<file path="src/rtl/vga_timing_pattern_gen.sv">
// Parametrised VGA raster engine: HS/VS/DE timing plus a selectable RGB source
// (black, colour bars, checkerboard, external pixel), all behind one output register.
module vga_timing_pattern_gen #(
  parameter int H_ACTIVE   = 640,
  parameter int H_FP       = 16,
  parameter int H_SYNC     = 96,
  parameter int H_BP       = 48,
  parameter int V_ACTIVE   = 480,
  parameter int V_FP       = 10,
  parameter int V_SYNC     = 2,
  parameter int V_BP       = 33,
  parameter bit HS_POL     = 1'b0,
  parameter bit VS_POL     = 1'b0,
  parameter int COLOR_W    = 4,
  parameter int CHECK_LOG2 = 5,
  parameter int FRAME_W    = 16,
  localparam int H_TOTAL   = H_ACTIVE + H_FP + H_SYNC + H_BP,
  localparam int V_TOTAL   = V_ACTIVE + V_FP + V_SYNC + V_BP,
  localparam int HW        = $clog2(H_TOTAL),
  localparam int VW        = $clog2(V_TOTAL)
) (
  input  logic                 iVGA_CLK,
  input  logic                 iRST,
  input  logic [1:0]           iMode,
  input  logic [3*COLOR_W-1:0] iPix,
  output logic [HW-1:0]        oX,
  output logic [VW-1:0]        oY,
  output logic                 oReq,
  output logic [COLOR_W-1:0]   r_data,
  output logic [COLOR_W-1:0]   g_data,
  output logic [COLOR_W-1:0]   b_data,
  output logic                 oHS,
  output logic                 oVS,
  output logic                 oDE,
  output logic                 oFrameStart,
  output logic [FRAME_W-1:0]   oFrame
);

  if (H_FP < 1 || H_SYNC < 1 || H_BP < 1 || V_FP < 1 || V_SYNC < 1 || V_BP < 1 || COLOR_W < 1)
  begin : g_bad_params
    $error("vga_timing_pattern_gen: porch/sync widths and COLOR_W must all be >= 1");
  end

  typedef enum logic [1:0] {SRC_BLACK, SRC_BARS, SRC_CHECK, SRC_EXT} src_e;

  logic [HW-1:0]      r_h;
  logic [VW-1:0]      r_v;
  src_e               r_mode;
  logic               r_started;
  logic [COLOR_W-1:0] r_red, r_grn, r_blu;
  logic               r_hs, r_vs, r_de, r_fs;
  logic [FRAME_W-1:0] r_frame;

  logic               w_origin, w_req, w_hs_act, w_vs_act, w_chk;
  src_e               w_mode;
  logic [2:0]         w_bar;
  logic [COLOR_W-1:0] w_red, w_grn, w_blu;

  assign w_origin = (r_h == '0) && (r_v == '0);
  // The pixel at (0,0) already uses the newly sampled mode, so a switch lands on a frame boundary.
  assign w_mode   = w_origin ? src_e'(iMode) : r_mode;
  assign w_req    = (int'(r_h) < H_ACTIVE) && (int'(r_v) < V_ACTIVE);
  assign w_hs_act = (int'(r_h) >= H_ACTIVE + H_FP) && (int'(r_h) < H_ACTIVE + H_FP + H_SYNC);
  assign w_vs_act = (int'(r_v) >= V_ACTIVE + V_FP) && (int'(r_v) < V_ACTIVE + V_FP + V_SYNC);
  assign w_chk    = (((32'(r_h) >> CHECK_LOG2) ^ (32'(r_v) >> CHECK_LOG2)) & 32'd1) != 32'd0;

  // bar = floor(h*8/H_ACTIVE): bar >= k exactly when h >= ceil(k*H_ACTIVE/8), all constants.
  always_comb begin
    w_bar = '0;
    for (int unsigned k = 1; k < 8; k++) begin
      if (int'(r_h) >= int'((k * unsigned'(H_ACTIVE) + 7) / 8)) w_bar = 3'(k);
    end
  end

  always_comb begin
    w_red = '0;
    w_grn = '0;
    w_blu = '0;
    if (w_req) begin
      unique case (w_mode)
        SRC_BARS: begin
          w_red = {COLOR_W{~w_bar[1]}};
          w_grn = {COLOR_W{~w_bar[2]}};
          w_blu = {COLOR_W{~w_bar[0]}};
        end
        SRC_CHECK: begin
          w_red = {COLOR_W{w_chk}};
          w_grn = {COLOR_W{w_chk}};
          w_blu = {COLOR_W{w_chk}};
        end
        SRC_EXT: begin
          w_red = iPix[3*COLOR_W-1:2*COLOR_W];
          w_grn = iPix[2*COLOR_W-1:COLOR_W];
          w_blu = iPix[COLOR_W-1:0];
        end
        SRC_BLACK: ;
      endcase
    end
  end

  always_ff @(posedge iVGA_CLK) begin
    if (iRST) begin
      r_h       <= '0;
      r_v       <= '0;
      r_mode    <= SRC_BLACK;
      r_started <= 1'b0;
      r_red     <= '0;
      r_grn     <= '0;
      r_blu     <= '0;
      r_hs      <= ~HS_POL;
      r_vs      <= ~VS_POL;
      r_de      <= 1'b0;
      r_fs      <= 1'b0;
      r_frame   <= '0;
    end else begin
      if (int'(r_h) == H_TOTAL - 1) begin
        r_h <= '0;
        if (int'(r_v) == V_TOTAL - 1) r_v <= '0;
        else                          r_v <= r_v + VW'(1);
      end else begin
        r_h <= r_h + HW'(1);
      end
      r_mode <= w_mode;
      r_red  <= w_red;
      r_grn  <= w_grn;
      r_blu  <= w_blu;
      r_hs   <= w_hs_act ? HS_POL : ~HS_POL;
      r_vs   <= w_vs_act ? VS_POL : ~VS_POL;
      r_de   <= w_req;
      r_fs   <= w_origin;
      // Count completed frames: the very first frame start after reset is not a completion.
      if (w_origin) begin
        r_started <= 1'b1;
        if (r_started) r_frame <= r_frame + FRAME_W'(1);
      end
    end
  end

  assign oX          = r_h;
  assign oY          = r_v;
  assign oReq        = w_req;
  assign r_data      = r_red;
  assign g_data      = r_grn;
  assign b_data      = r_blu;
  assign oHS         = r_hs;
  assign oVS         = r_vs;
  assign oDE         = r_de;
  assign oFrameStart = r_fs;
  assign oFrame      = r_frame;

endmodule

</file>
<file path="config.mk">
export PLATFORM = sky130hd
export DESIGN_NAME = vga_timing_pattern_gen
export DESIGN_NICKNAME = d
export VERILOG_FILES = /design/src/rtl/vga_timing_pattern_gen.sv
export SDC_FILE = /design/constraint.sdc
export NUM_CORES = 1
export LEC_CHECK = 0
export ABC_AREA = 1
export BUFFER_PORTS_ARGS = -buffer_cell sky130_fd_sc_hd__buf_4
export CAP_MARGIN = 20
export CORE_MARGIN = 4
export CORE_UTILIZATION = 53
export DETAILED_ROUTE_END_ITERATION = 8
export PLACE_DENSITY = 0.87
export SETUP_SLACK_MARGIN = 0.1
export SLEW_MARGIN = 30
export SYNTH_ARGS = -nofsm -noshare
export SYNTH_HDL_FRONTEND = slang
export SYNTH_SLANG_ARGS = --single-unit
</file>
<file path="constraint.sdc">
create_clock -name iVGA_CLK -period 1.9 [get_ports iVGA_CLK]
set_input_delay 0.38 -clock iVGA_CLK [delete_from_list [all_inputs] [get_ports iVGA_CLK]]
set_output_delay 0.38 -clock iVGA_CLK [all_outputs]
set_load 0.02 [all_outputs]
</file>
==> results.toml <==
[outcome]
outcome = "complete, no violations"

[timing]
slew_headroom_pct = 67.3
finalMaxSlewViolations = 0
hold_viol = 0
period_needed_ps = 1760
hold_ws_ps = 406
fmax_ghz = 0.568
tightest_slew_ps = 489
rsz0062_at_grt = "yes"
setup_violations = 0
skew_ps = 10.4
fin_ws_ps = 140
post-route-period-util_pct = 92.6

[yosys]
ys.flop_type = "dfxtp_1"
synthSimpleGateAreaFrac_pct = 38.4
async_reset_ff_share_pct = 0
synth_seq_cells = 55
synth_compound_area_share_pct = 7.91
synthesis.area_sq_um = 2880
ys_seq_area_share_pct = 38.2
synthCells = 416
synth_cell_types = 32
syn_avg_cell_area_sq_um = 6.92
synth_edf_count = 0
synth_nets = 437
synth_xor_area_share_pct = 3.34
synth_adder_area_share_pct = 2.17
synth_top_family_by_area = "simple AND/OR/NAND/NOR gates"
synth_mux_area_share_pct = 0
yosysWarnings = 0

[worst_hold_path]
hold_class = "input port to flop"
min-delay-start = "iRST"

[cells_and_area]
area_growth_pct = 33.1
final_cell_area_sq_um = 3830
drive_gt1_share_pct = 30.1
diodes = 0
final_util_pct = 74.1
stdcell_count = 572
fin_nets = 522
fill_cells = 362

[route]
wirelength_um = 8320
wl_per_cell_um = 14.5
ant_nets = 0
dr_total_vias = 3086
dr.pass1.iters = 5
drc = 0
drt_iter0_drc = 267
dr_wl_met3_um = 761
top_layer = "met4"
routed_via_density = 5.40
wl_met1_um = 3310
route.met2.wl_um = 4120

[clock_network]
cts_tree = "done"
cts_buffers = 5
clk_path_buf_depth = 2
cts.clk_slew.worst_paths_ps = 100
clock_sinks = 55
worstSkewPairLatency_ps = 310
cts_hold_buf = 0
clockRootBuffer = "clkbuf_8"
htree_levels = 2

[power_and_ir_drop]
pwr-share-seq_pct = 48.6
p_comb_share_pct = 19.6
swShare_pct = 28.2
power.leakage_uw = 0.00182
p_per_area_nw_per_um2 = 665
switchingPower_uw = 718
p_int_uw = 1830
pwr-share-clk_pct = 31.8
ir_drop_mv = 0.380

[global_routing]
grt.total_usage_pct = 23.3
grt_overflow_total = 0
antenna_found_initial = 0
grt_start_max_net_pins = 21
grt_pass1_vias = 2748
grt_pass1_wl_um = 12400

[run]
cap_violations = 0

[worst_setup_path]
path_delay_family = "flip-flops"
path_class = "flop to primary output"
worst-path-buf-inv = 2
slowest_stage = "dfxtp_2"
max_stage_delay_ps = 370
path_max_fanout = 9
critPathLaunchType = "flop"
cp_data_arrival_time_ps = 1380
reg2reg_from = "oX[0]$_SDFF_PP0_"
cp_data_required_time_ps = 1520
path_cells = "inv_2, a21oi_1, nor3_2, buf_4"
endpoint_kind = "primary output"
cp-startpoint = "oX[8]$_SDFF_PP0_"

[placement]
dpl.hpwl_um = 5440
io_buffers = 68
gp_congestion = 0.893
place_inst = 553
placed_cell_area_sq_um = 3460
pre_cts_ws_ps = -60.6

[floorplanning]
die_width_um = 81.7
coreArea_sq_um = 5170
pin_count = 69
die_h_um = 81.7
dieArea_sq_um = 6680
start_util_pct = 55.7
row_count = 26
-- final timing paths --
path | slack [ps] | depth (start not counted) | end
setup / recovery | 140 | 4 | oReq
hold / removal | 410 | 2 | oFrame[14]$_SDFFE_PP0P_
hold reg to reg | 450 | 1 | oX[0]$_SDFF_PP0_
setup reg to reg | 170 | 8 | oX[3]$_SDFF_PP0_
-- stage by stage --
stage / total power [uW] / setup TNS, ps
global route: 2660 / 0
floorplan: 1540 / 0
global placement: 1650 / 0
detailed placement: 1660 / -120
CTS: 2470 / 0
finish: 2550 / 0
-- power groups by stage --
stage          registers, uW  logic (uW)  clock network [uW]
6_report                1240         500                 810
5_1_grt                 1240         548                 864
4_1_cts                 1240         422                 810
3_5_place_dp            1260         400                   0
3_3_place_gp            1260         389                   0
2_1_floorplan           1320         221                   0
-- cell families after synthesis --
group | count (synthesis)
compound gates | 43
buf+inv | 66
xor+xnor | 11
fa+ha+maj | 5
simple gates | 236
flops | 55
-- what timing repair did --
action,4_1_cts,5_1_grt
setup buffers,0,9
endpoints found under the hold margin,0,0
gates resized for setup,11,42
cloned,1,1
setup endpoints to repair,14,40
pin swaps,1,10
-- placed cells by master, fill, tap and decap left out, drive strengths merged --
cell type | netlist | routed
bufinv | 0 | 1
clkinv | 0 | 1
nor4 | 2 | 2
nand3b | 2 | 2
nor3 | 12 | 12
a31oi | 2 | 2
o21a | 1 | 1
o21ai | 17 | 17
xnor2 | 2 | 2
inv | 58 | 58
a21boi | 1 | 1
o31ai | 2 | 2
nand4 | 9 | 9
a21oi | 20 | 20
nor2 | 72 | 72
buf | 6 | 84
xor2 | 9 | 9
nand2 | 91 | 92
ha | 5 | 5
dfxtp | 55 | 55
clkbuf | 2 | 6
nand3 | 45 | 46
nor3b | 3 | 3
-- cells in the mapped netlist (2+ instances only) --
library cell | number | area share (%)
a31oi_1 | 2 | 0.43
inv_2 | 5 | 0.65
nand3b_1 | 2 | 0.52
dfxtp_1 | 55 | 38
a21oi_1 | 20 | 3.5
nand4_1 | 9 | 2.0
nand2_1 | 85 | 11
o21ai_0 | 15 | 2.6
ha_1 | 5 | 2.2
xnor2_1 | 2 | 0.61
nand2_2 | 5 | 1.1
nor3b_1 | 3 | 0.78
o21ai_1 | 2 | 0.35
nor2_8 | 2 | 1.4
o31ai_1 | 2 | 0.52
clkbuf_1 | 2 | 0.26
xor2_1 | 9 | 2.7
nor2_2 | 4 | 0.87
nor2_1 | 65 | 8.5
nor3_1 | 12 | 2.1
nand3_1 | 43 | 7.5
inv_1 | 53 | 6.9
buf_6 | 5 | 2.0
-- state kept, by name, summed over array words and instances (netlist names) --
| signal | flops |
|---|---|
| r_started | 1 |
| oY | 10 |
| oVS | 1 |
| oFrame | 16 |
| g_data | 4 |
| oX | 10 |
| b_data | 4 |
| oDE | 1 |
| oFrameStart | 1 |
| r_mode | 2 |
| r_data | 4 |
| oHS | 1 |
-- cell type report --
cell class | instances | area [sq um] | share of cell area, %
clock inverters | 2 | 35.0 | 0.914
well taps | 70 | 87.6 | 2.29
clock buffers | 6 | 82.6 | 2.15
inverters | 58 | 220 | 5.75
flip-flops and latches | 55 | 1120 | 29.3
repair buffers | 84 | 631 | 16.5
multi-input cells | 297 | 1660 | 43.2
-- routing by layer --
| metal | vias up | track usage (%) |
|---|---|---|
| met5 | - | 0 |
| met4 | 0 | 6.98 |
| met3 | 15 | 4.82 |
| met2 | 171 | 39.9 |
| met1 | 1396 | 29.4 |
| li1 | 1504 | - |
-- worst reg2reg max path, delay by kind of cell, from the launching register on --
family / cells / cell delay (ps)
buffers and inverters: 3 / 340
and+or+nand+nor: 4 / 730
DFF: 1 / 350
adders and majority gates: 1 / 230
Note: power is estimated with default switching activity, not from simulation.
